`src/rtl/conv_channel_sequencer_if.sv`:
```
// Frame-memory read port and convolution-engine stream shared by the channel sequencer.
interface conv_channel_sequencer_if #(
  parameter int unsigned DATA_WIDTH = 32,
  parameter int unsigned ADDR_WIDTH = 16
);
  logic                  mem_rd_en;
  logic [ADDR_WIDTH-1:0] mem_rd_addr;
  logic [DATA_WIDTH-1:0] mem_rd_data;
  logic                  conv_valid_in;
  logic [DATA_WIDTH-1:0] conv_data_in;
  logic                  conv_done;

  modport master (
    output mem_rd_en, mem_rd_addr, conv_valid_in, conv_data_in,
    input  mem_rd_data, conv_done
  );

  modport slave (
    input  mem_rd_en, mem_rd_addr, conv_valid_in, conv_data_in,
    output mem_rd_data, conv_done
  );
endinterface

```
`src/rtl/conv_channel_sequencer.sv`:
```
// Streams each channel of a frame from memory into a convolution engine, pads each
// channel with IMG_WIDTH+1 zero pixels, then waits (with timeout) for the engine's done pulse.
module conv_channel_sequencer #(
  parameter int unsigned DATA_WIDTH = 32,
  parameter int unsigned IMG_WIDTH  = 56,
  parameter int unsigned IMG_HEIGHT = 56,
  parameter int unsigned NUM_CH     = 3,
  parameter int unsigned ADDR_WIDTH = 16,
  parameter int unsigned TIMEOUT    = 1024
) (
  input  logic                            clk,
  input  logic                            resetn,
  input  logic                            start,
  input  logic                            abort,
  conv_channel_sequencer_if.master        bus,
  output logic                            busy,
  output logic [7:0]                      ch_idx,
  output logic                            ch_start,
  output logic                            layer_done,
  output logic                            timeout_err
);

  localparam int unsigned P       = IMG_WIDTH * IMG_HEIGHT;
  localparam int unsigned CNT_MAX = (P > IMG_WIDTH + 1) ? P : IMG_WIDTH + 1;
  localparam int unsigned CW      = (CNT_MAX > 1) ? $clog2(CNT_MAX) : 1;
  localparam int unsigned TW      = (TIMEOUT > 1) ? $clog2(TIMEOUT) : 1;

  typedef enum logic [2:0] {IDLE, FEED, FLUSH, WAIT_DONE, NEXT} state_t;

  state_t                state, state_next;
  logic [CW-1:0]         pix_cnt;
  logic [TW-1:0]         wait_cnt;
  logic                  done_seen;
  logic                  valid_q;
  logic                  rd_q;
  logic                  flush_issue;
  logic                  last_pix, last_flush, last_ch, timeout_fire;
  logic [31:0]           addr_full;
  logic [DATA_WIDTH-1:0] rd_data;

  assign last_pix   = (pix_cnt == CW'(P - 1));
  assign last_flush = (pix_cnt == CW'(IMG_WIDTH));
  assign last_ch    = (ch_idx == 8'(NUM_CH - 1));
  assign addr_full  = 32'(ch_idx) * 32'(P) + 32'(pix_cnt);
  assign rd_data    = bus.mem_rd_data;

  always_ff @(posedge clk or negedge resetn) begin
    if (!resetn) state <= IDLE;
    else         state <= state_next;
  end

  always_comb begin
    state_next      = state;
    busy            = (state != IDLE);
    bus.mem_rd_en   = 1'b0;
    bus.mem_rd_addr = '0;
    flush_issue     = 1'b0;
    ch_start        = 1'b0;
    layer_done      = 1'b0;
    timeout_fire    = 1'b0;
    unique case (state)
      IDLE: if (start) state_next = FEED;
      FEED: begin
        bus.mem_rd_en   = 1'b1;
        bus.mem_rd_addr = addr_full[ADDR_WIDTH-1:0];
        ch_start        = (pix_cnt == '0);
        if (last_pix) state_next = FLUSH;
      end
      FLUSH: begin
        flush_issue = 1'b1;
        if (last_flush) state_next = WAIT_DONE;
      end
      WAIT_DONE: begin
        if (done_seen) begin
          state_next = NEXT;
        end else if (wait_cnt == TW'(TIMEOUT - 1)) begin
          timeout_fire = !abort;
          state_next   = IDLE;
        end
      end
      NEXT: begin
        layer_done = last_ch;
        state_next = last_ch ? IDLE : FEED;
      end
      default: state_next = IDLE;
    endcase
    // Abort overrides every transition, including the timeout exit.
    if (abort) state_next = IDLE;
  end

  always_ff @(posedge clk or negedge resetn) begin
    if (!resetn) begin
      pix_cnt     <= '0;
      wait_cnt    <= '0;
      done_seen   <= 1'b0;
      ch_idx      <= '0;
      timeout_err <= 1'b0;
      valid_q     <= 1'b0;
      rd_q        <= 1'b0;
    end else begin
      valid_q <= bus.mem_rd_en | flush_issue;
      rd_q    <= bus.mem_rd_en;
      if (abort) begin
        pix_cnt   <= '0;
        wait_cnt  <= '0;
        done_seen <= 1'b0;
        ch_idx    <= '0;
      end else begin
        case (state)
          IDLE: if (start) begin
            ch_idx      <= '0;
            pix_cnt     <= '0;
            wait_cnt    <= '0;
            done_seen   <= 1'b0;
            timeout_err <= 1'b0;
          end
          FEED: pix_cnt <= last_pix ? '0 : pix_cnt + 1'b1;
          FLUSH: begin
            pix_cnt  <= last_flush ? '0 : pix_cnt + 1'b1;
            wait_cnt <= '0;
            if (bus.conv_done) done_seen <= 1'b1;
          end
          WAIT_DONE: begin
            if (bus.conv_done) done_seen <= 1'b1;
            if (timeout_fire) begin
              timeout_err <= 1'b1;
              wait_cnt    <= '0;
            end else begin
              wait_cnt <= wait_cnt + 1'b1;
            end
          end
          NEXT: begin
            done_seen <= 1'b0;
            wait_cnt  <= '0;
            if (!last_ch) ch_idx <= ch_idx + 8'd1;
          end
          default: ;
        endcase
      end
    end
  end

  assign bus.conv_valid_in = valid_q;
  assign bus.conv_data_in  = rd_q ? rd_data : '0;

endmodule
```
`src/flat_wrapper.sv`:
```
// flat-port wrapper written by rule: the top's interface ports become plain ports
module conv_channel_sequencer_flat 
#(
  parameter int unsigned DATA_WIDTH = 32,
  parameter int unsigned IMG_WIDTH  = 56,
  parameter int unsigned IMG_HEIGHT = 56,
  parameter int unsigned NUM_CH     = 3,
  parameter int unsigned ADDR_WIDTH = 16,
  parameter int unsigned TIMEOUT    = 1024
)
  (clk, resetn, start, abort, busy, ch_idx, ch_start, layer_done, timeout_err, bus_mem_rd_en, bus_mem_rd_addr, bus_conv_valid_in, bus_conv_data_in, bus_mem_rd_data, bus_conv_done);
  conv_channel_sequencer_if #(.DATA_WIDTH(DATA_WIDTH), .ADDR_WIDTH(ADDR_WIDTH)) bus_i ();
  input  logic clk;
  input  logic resetn;
  input  logic start;
  input  logic abort;
  output logic busy;
  output logic [7:0] ch_idx;
  output logic ch_start;
  output logic layer_done;
  output logic timeout_err;
  output wire logic [$bits(bus_i.mem_rd_en)-1:0] bus_mem_rd_en;
  output wire logic [$bits(bus_i.mem_rd_addr)-1:0] bus_mem_rd_addr;
  output wire logic [$bits(bus_i.conv_valid_in)-1:0] bus_conv_valid_in;
  output wire logic [$bits(bus_i.conv_data_in)-1:0] bus_conv_data_in;
  input wire logic [$bits(bus_i.mem_rd_data)-1:0] bus_mem_rd_data;
  input wire logic [$bits(bus_i.conv_done)-1:0] bus_conv_done;
  assign bus_mem_rd_en = bus_i.mem_rd_en;
  assign bus_mem_rd_addr = bus_i.mem_rd_addr;
  assign bus_conv_valid_in = bus_i.conv_valid_in;
  assign bus_conv_data_in = bus_i.conv_data_in;
  assign bus_i.mem_rd_data = bus_mem_rd_data;
  assign bus_i.conv_done = bus_conv_done;
  conv_channel_sequencer #(.DATA_WIDTH(DATA_WIDTH), .IMG_WIDTH(IMG_WIDTH), .IMG_HEIGHT(IMG_HEIGHT), .NUM_CH(NUM_CH), .ADDR_WIDTH(ADDR_WIDTH), .TIMEOUT(TIMEOUT)) u_core (.clk(clk), .resetn(resetn), .start(start), .abort(abort), .bus(bus_i), .busy(busy), .ch_idx(ch_idx), .ch_start(ch_start), .layer_done(layer_done), .timeout_err(timeout_err));
endmodule
```
`config.mk`:
```
export PLATFORM = sky130hd
export DESIGN_NAME = conv_channel_sequencer_flat
export DESIGN_NICKNAME = d
export VERILOG_FILES = /design/src/rtl/conv_channel_sequencer_if.sv /design/src/rtl/conv_channel_sequencer.sv /design/src/flat_wrapper.sv
export SDC_FILE = /design/constraint.sdc
export NUM_CORES = 1
export LEC_CHECK = 0
export ABC_AREA = 1
export CAP_MARGIN = 25
export CORE_MARGIN = 2
export CORE_UTILIZATION = 45
export DETAILED_ROUTE_END_ITERATION = 10
export GPL_TIMING_DRIVEN = 0
export PLACE_DENSITY = 0.77
export SLEW_MARGIN = 30
export SYNTH_ARGS = -nofsm -noshare
export SYNTH_HDL_FRONTEND = slang
export SYNTH_SLANG_ARGS = --single-unit
```
`constraint.sdc`:
```
create_clock -name clk -period 5.2 [get_ports clk]
set_input_delay 0.52 -clock clk [delete_from_list [all_inputs] [get_ports clk]]
set_output_delay 0.52 -clock clk [all_outputs]
set_load 0.1 [all_outputs]
```
==> results of run 1 <==
logic make-up after synthesis:
kind of cell,Yosys count,share of synthesized area
DFF,37,0.274
adders and majority gates,32,0.125
AOI/OAI and AO/OA,49,0.0922
xor gates and xnor gates,15,0.0389
buffers and inverters,101,0.119
and+or+nand+nor,254,0.351
metal layers:
| metal | track usage | up-vias | wire length (um) |
|---|---|---|---|
| met2 | 0.391 | 88 | 4460 |
| met3 | 0.0292 | 14 | 358 |
| met4 | 0.0628 | 0 | 107 |
| li1 | - | 1742 | - |
| met5 | 0 | - | 0 |
| met1 | 0.263 | 1563 | 3760 |
power groups by stage:
stage / logic [mW] / registers (mW) / clock network [mW]
floorplan: 0.951 / 0.374 / 0
global placement: 1.25 / 0.351 / 0
detailed placement: 1.26 / 0.352 / 0
CTS: 1.27 / 0.346 / 0.305
global route: 1.33 / 0.351 / 0.315
finish: 1.27 / 0.346 / 0.299
worst paths after layout:
kind | start | endpoint | slack (ns) | cells after the start
worst max-delay path | u_core.ch_idx[1]$_DFFE_PN0P_ | bus_mem_rd_addr[15] | 0.34 | 13
worst min-delay path | resetn | u_core.pix_cnt[2]$_DFFE_PN0P_ | 0.15 | 1
worst max register to register | u_core.pix_cnt[0]$_DFFE_PN0P_ | u_core.state[0]$_DFFE_PN0P_ | 3.46 | 10
worst min register to register | u_core.done_seen$_DFFE_PN0P_ | u_core.timeout_err$_DFFE_PN0P_ | 0.47 | 1
max in group asynchronous | resetn | u_core.state[0]$_DFFE_PN0P_ | 4.60 | 2
min in group clk | u_core.done_seen$_DFFE_PN0P_ | u_core.timeout_err$_DFFE_PN0P_ | 0.47 | 1
cell type report:
type	instances	area share
Multi-Input combinational cell	350	0.443
Timing Repair Buffer	98	0.215
Sequential cell	37	0.200
Inverter	92	0.0757
Tap cell	99	0.0268
Clock buffer	5	0.0149
Clock inverter	3	0.0141
Buffer	9	0.0108
cell usage in the layout (no fill, tap or decap), types with 5 or more instances in the layout:
| master | count |
|---|---|
| nand2_2 | 7 |
| nor2_1 | 54 |
| buf_2 | 5 |
| clkdlybuf4s50_1 | 96 |
| dfrtp_1 | 37 |
| o21ai_2 | 5 |
| a21oi_1 | 20 |
| ha_1 | 29 |
| nand4_1 | 9 |
| nand3_1 | 32 |
| o21ai_1 | 6 |
| nand2_1 | 124 |
| nand2_4 | 6 |
| clkbuf_8 | 5 |
| inv_1 | 82 |
| xor2_1 | 11 |
| nor3_1 | 6 |
| inv_2 | 8 |
flip-flops by register name, summed over array words and instances, names as in the netlist:
| register | cells |
|---|---|
| u_core.timeout_err | 1 |
| u_core.wait_cnt | 10 |
| u_core.bus.conv_valid_in | 1 |
| u_core.pix_cnt | 12 |
| u_core.rd_q | 1 |
| u_core.done_seen | 1 |
| u_core.ch_idx | 8 |
| u_core.state | 3 |
synthesized netlist by cell type (6+ instances only):
| library cell | instances |
|---|---|
| nand2_4 | 6 |
| nand2_1 | 124 |
| nand3_1 | 32 |
| a21oi_1 | 20 |
| inv_1 | 82 |
| nor3_1 | 6 |
| inv_2 | 8 |
| nand2_2 | 7 |
| o21ai_1 | 6 |
| ha_1 | 29 |
| nand4_1 | 9 |
| dfrtp_1 | 37 |
| xor2_1 | 11 |
| nor2_1 | 54 |
stage by stage:
| stage | cell area [um^2] | hold slack [ns] |
|---|---|---|
| 2_1_floorplan | 3380 | 0.224 |
| 3_3_place_gp | 4470 | 0.476 |
| 3_5_place_dp | 4500 | 0.469 |
| 4_1_cts | 4630 | 0.153 |
| 5_1_grt | 4630 | 0.174 |
| 6_report | 4630 | 0.150 |
worst register-to-register path, stage by stage, from the launching register on:
cell and delay [ns]:
dfrtp_1 0.44, ha_1 0.26, nand2_1 0.12, nor2_2 0.20
nand3_1 0.15, nand2_2 0.11, nand2_4 0.10, nand2_4 0.10
nand2_1 0.05, nand2_1 0.06, nand2_1 0.05
==> impl_metrics.ini, run 1 <==
[clock_network]
cts_hold_buffers = 0
cts_setup_buffers = 0
cts_resized = 0
cts_num_sinks = 37
cts_buffers = 5
clk_pin_slew_ns = 0.08
clock_path_buffers = 2
clockRootBuffer = clkbuf_8
cts_htree_levels = 2
cts_tree = built
clock_latency_ns = 0.29

[place]
portBuffers = 97
dp.cells = 685
pre_cts_slack_ns = 0.659
dp_hpwl_um = 7030
gp_congestion = 0.904

[global_routing]
grt_max_degree = 23
grt_overflow = 0
antenna_found_initial = 0
grt_pass1_wl_um = 14800
first_global_vias = 3336
gr-usage-all-layers = 0.215

[timing]
maxSlewHeadroom = 0.340
fin_tns_setup_ns = 0
finalHoldViolations = 0
skew_ns = 0.00540
setup_slack_ns = 0.338
fin_crit_sh = 0.935
min_period_ns = 4.86
worstMarginPinSlew_ns = 0.987
setup_viol = 0
max_freq_ghz = 0.206
slew_viol_final = 0
rsz0062_at_grt = no

[floorplanning]
core.rowCount = 31
die_area_um2 = 8220
die_x_um = 90.6
ios = 99
initial_utilization = 0.466
core_um2 = 7250
fp.dieH_um = 90.6

[worst_setup_path]
start_kind = flop
cp.required_ns = 4.68
crit_path_end_kind = output pin
critPathKind = flop to output pin
cp_max_fo = 8
cp_common_cell = ha_1
cpPeakStageDelay_ns = 1.14
worstPathCellList = ha_1, xor2_1, ha_1, ha_1, ha_1, inv_1, fa_1, nor2_1, nand2_1, nand3_1, nand2_1, nor2_1, clkdlybuf4s50_1
cp_top_family = adder cells
slowest_stage = clkdlybuf4s50_1
worstPathArrival_ns = 4.34
cp_num_buf_inv = 2

[synthesis]
syn_inst = 488
synthArstFlopShare = 1.00
synth-seq-cells = 37
synth_seq_area_share = 0.274
synthFlopType = dfrtp_1
synth.top_cell.area_share = 0.274
synth_edf_count = 0
avgSynthCellArea_um2 = 6.92
yosysUniqueCellTypes = 41
yosysTopAreaCell = dfrtp_1
syn-num-nets = 557
netlist_area_um2 = 3380
yosys-top-cells-area = dfrtp_1 27%, nand2_1 14%, ha_1 11%
yosys_warnings = 0

[finish]
final_nets = 662
fin_cells = 693
finish.utilization = 0.638
multi_input_area_um2 = 2050
drive_above_1_share = 0.101
syn_to_final_growth_pct = 37.0
seq_area_um2 = 926
num-fill-cells = 640
diodes = 0

[pwr]
p_seq_frac = 0.181
p_per_area_nw_per_um2 = 413
fin_total_pwr_mw = 1.91
swShare = 0.587
internal_power_uw = 789
clkPwrFrac = 0.156
ir_drop_uv = 248
power.leakage_nw = 2.40
combPwrFrac = 0.662
p_sw_mw = 1.12

[min_path]
hp-class = primary input to asynchronous set/reset pin

[routing]
vias_per_cell = 4.92
route.detailed.drc = 0
drtIter0Drc = 158
routed_wl_um = 8690
ant_nets = 0
via_count = 3407
drt_first_pass_iters = 5
routedWlPerCell_um = 12.5

[run]
cap_violations = 0

[run_status]
status = finished clean
Note: power is estimated with default switching activity, not from simulation.
==> run 2, diff against run 1 <==
--- a/config.mk
+++ b/config.mk
@@ -6,8 +6,6 @@
 export NUM_CORES = 1
 export LEC_CHECK = 0
 export ABC_AREA = 1
-export CAP_MARGIN = 25
-export CORE_MARGIN = 2
 export CORE_UTILIZATION = 45
 export DETAILED_ROUTE_END_ITERATION = 10
 export GPL_TIMING_DRIVEN = 0
==> impl_metrics.ini, run 2 (same netlist as run 1, synthesis figures left out) <==
[timing]
setup_viol = 0
max_freq_ghz = 0.206
min_period_ns = 4.84
whs_ns = 0.145
fin_tns_setup_ns = 0
skew_ns = 0.00458
worstMarginPinSlew_ns = 0.990
fin_crit_sh = 0.931
finalHoldViolations = 0
slew_viol_final = 0
maxSlewHeadroom = 0.338
rsz0062_at_grt = no

[pwr]
clkPwrFrac = 0.111
p_seq_frac = 0.191
ir_drop_uv = 235
internal_power_uw = 692
p_per_area_nw_per_um2 = 396
power.leakage_nw = 2.38
swShare = 0.618
combPwrFrac = 0.697
p_sw_mw = 1.12

[min_path]
hp-class = primary input to asynchronous set/reset pin

[worst_setup_path]
reg2reg_from = u_core.pix_cnt[0]$_DFFE_PN0P_
regToRegEndpoint = u_core.state[0]$_DFFE_PN0P_
r2r_cells = 10
start_kind = flop
cp_common_cell = ha_1
cp_max_fo = 8
r2r_setup_slack_ns = 3.46
worstPathCellList = ha_1, xor2_1, ha_1, ha_1, ha_1, inv_1, fa_1, nor2_1, nand2_1, nand3_1, nand2_1, nor2_1, clkdlybuf4s50_1
crit_path_end_kind = output pin
cp.required_ns = 4.68
slowest_stage = clkdlybuf4s50_1
worstPathArrival_ns = 4.32
critPathKind = flop to output pin
cpPeakStageDelay_ns = 1.13

[clock_network]
cts_buffers = 5
cts_num_sinks = 37
cts_resized = 0
cts_hold_buffers = 0
cts_htree_levels = 2
clk_pin_slew_ns = 0.07
cts_setup_buffers = 0
cts_tree = built
clock_latency_ns = 0.30
clock_path_buffers = 2
clockRootBuffer = clkbuf_8

[place]
gp_congestion = 0.980
portBuffers = 97
dp_hpwl_um = 7060

[finish]
finish.utilization = 0.631
layout_commonest_cell = nand2_1
diodes = 0
final_nets = 662
final_cell_mix = 124 x nand2_1, 96 x clkdlybuf4s50_1, 82 x inv_1
largest_reg_flops = 12
drive_above_1_share = 0.0993
reg_top3 = u_core.pix_cnt x12, u_core.wait_cnt x10, u_core.ch_idx x8
num-fill-cells = 659
syn_to_final_growth_pct = 35.5
regMostFlops = u_core.pix_cnt

[routing]
routedWlPerCell_um = 12.6
route.detailed.drc = 0
drt_first_pass_iters = 4
drtIter0Drc = 220
routed_wl_um = 8700
via_count = 3378
ant_nets = 0
vias_per_cell = 4.87

[global_routing]
grt_pass1_wl_um = 13700
gr-usage-all-layers = 0.226
grt_max_degree = 23
first_global_vias = 2996
grt_overflow = 0
antenna_found_initial = 0

[run]
cap_violations = 0

[floorplanning]
die_x_um = 88.6
die_area_um2 = 7860
ios = 99
initial_utilization = 0.466
core_um2 = 7250
core.rowCount = 31
fp.dieH_um = 88.6

[run_status]
status = finished clean
run 2: power groups by stage:
stage          clock [mW]  combinational, mW  sequential, mW
2_1_floorplan           0              0.951           0.374
3_3_place_gp            0               1.25           0.350
3_5_place_dp            0               1.26           0.352
4_1_cts             0.204               1.27           0.347
5_1_grt             0.217               1.33           0.351
6_report            0.201               1.26           0.347
run 2: critical path, delay by kind of cell, from the launching register on:
| family | cells | cell delay, ns |
|---|---|---|
| adders and majority gates | 5 | 1.64 |
| buffers and inverters | 2 | 1.22 |
| DFF | 1 | 0.53 |
| and+or+nand+nor | 5 | 0.48 |
| xor gates and xnor gates | 1 | 0.16 |
run 2: area by class of cell:
cell class,count,area [um^2],share of cell area
Buffer,9,50.0,0.0109
Clock buffer,6,72.6,0.0159
Clock inverter,2,10.0,0.00219
Inverter,92,350,0.0765
Multi-Input combinational cell,350,2050,0.448
Sequential cell,37,926,0.202
Tap cell,99,124,0.0271
Timing Repair Buffer,98,993,0.217
run 2: stage by stage:
step	cell area (um^2)	instances	power, mW	setup WS (ns)
CTS	4580	693	1.82	0.363
global route	4580	693	1.90	0.175
global placement	4470	684	1.60	0.771
floorplan	3380	488	1.32	0.0743
finish	4580	693	1.81	0.357
detailed placement	4500	685	1.62	0.695
run 2: worst max path at each step:
stage / from / endpoint
3_3_place_gp: u_core.ch_idx[1]$_DFFE_PN0P_ / bus_mem_rd_addr[15]
2_1_floorplan: u_core.ch_idx[2]$_DFFE_PN0P_ / bus_mem_rd_addr[14]
5_1_grt: u_core.ch_idx[1]$_DFFE_PN0P_ / bus_mem_rd_addr[15]
3_5_place_dp: u_core.ch_idx[1]$_DFFE_PN0P_ / bus_mem_rd_addr[15]
6_report: u_core.ch_idx[1]$_DFFE_PN0P_ / bus_mem_rd_addr[15]
4_1_cts: u_core.ch_idx[1]$_DFFE_PN0P_ / bus_mem_rd_addr[15]
run 2: per-layer routing:
layer	GRT usage	part of all wire
met3	0.0299	0.036
met4	0.0528	0.0094
met1	0.290	0.44
met5	0	0
met2	0.403	0.52
==> run 3, diff against run 2 <==
--- a/config.mk
+++ b/config.mk
@@ -9,6 +9,7 @@
 export CORE_UTILIZATION = 45
 export DETAILED_ROUTE_END_ITERATION = 10
 export GPL_TIMING_DRIVEN = 0
+export HOLD_SLACK_MARGIN = 0.08
 export PLACE_DENSITY = 0.77
 export SLEW_MARGIN = 30
 export SYNTH_ARGS = -nofsm -noshare
==> constraint.sdc (replaced) <==
create_clock -name clk -period 5.8 [get_ports clk]
set_input_delay 0.58 -clock clk [delete_from_list [all_inputs] [get_ports clk]]
set_output_delay 0.58 -clock clk [all_outputs]
set_load 0.1 [all_outputs]
==> results of run 3 <==
Same layout as run 2 (identical final DEF). Status: finished clean.
Among the figures that moved: setup slack after placement 0.695 ns -> 1.23 ns; setup slack after layout 0.357 ns -> 0.897 ns; hold slack 0.145 ns -> 0.205 ns; register-to-register setup slack 3.46 ns -> 4.06 ns; total power 1.81 mW -> 1.62 mW; worst IR drop on VDD 235 uV -> 210 uV
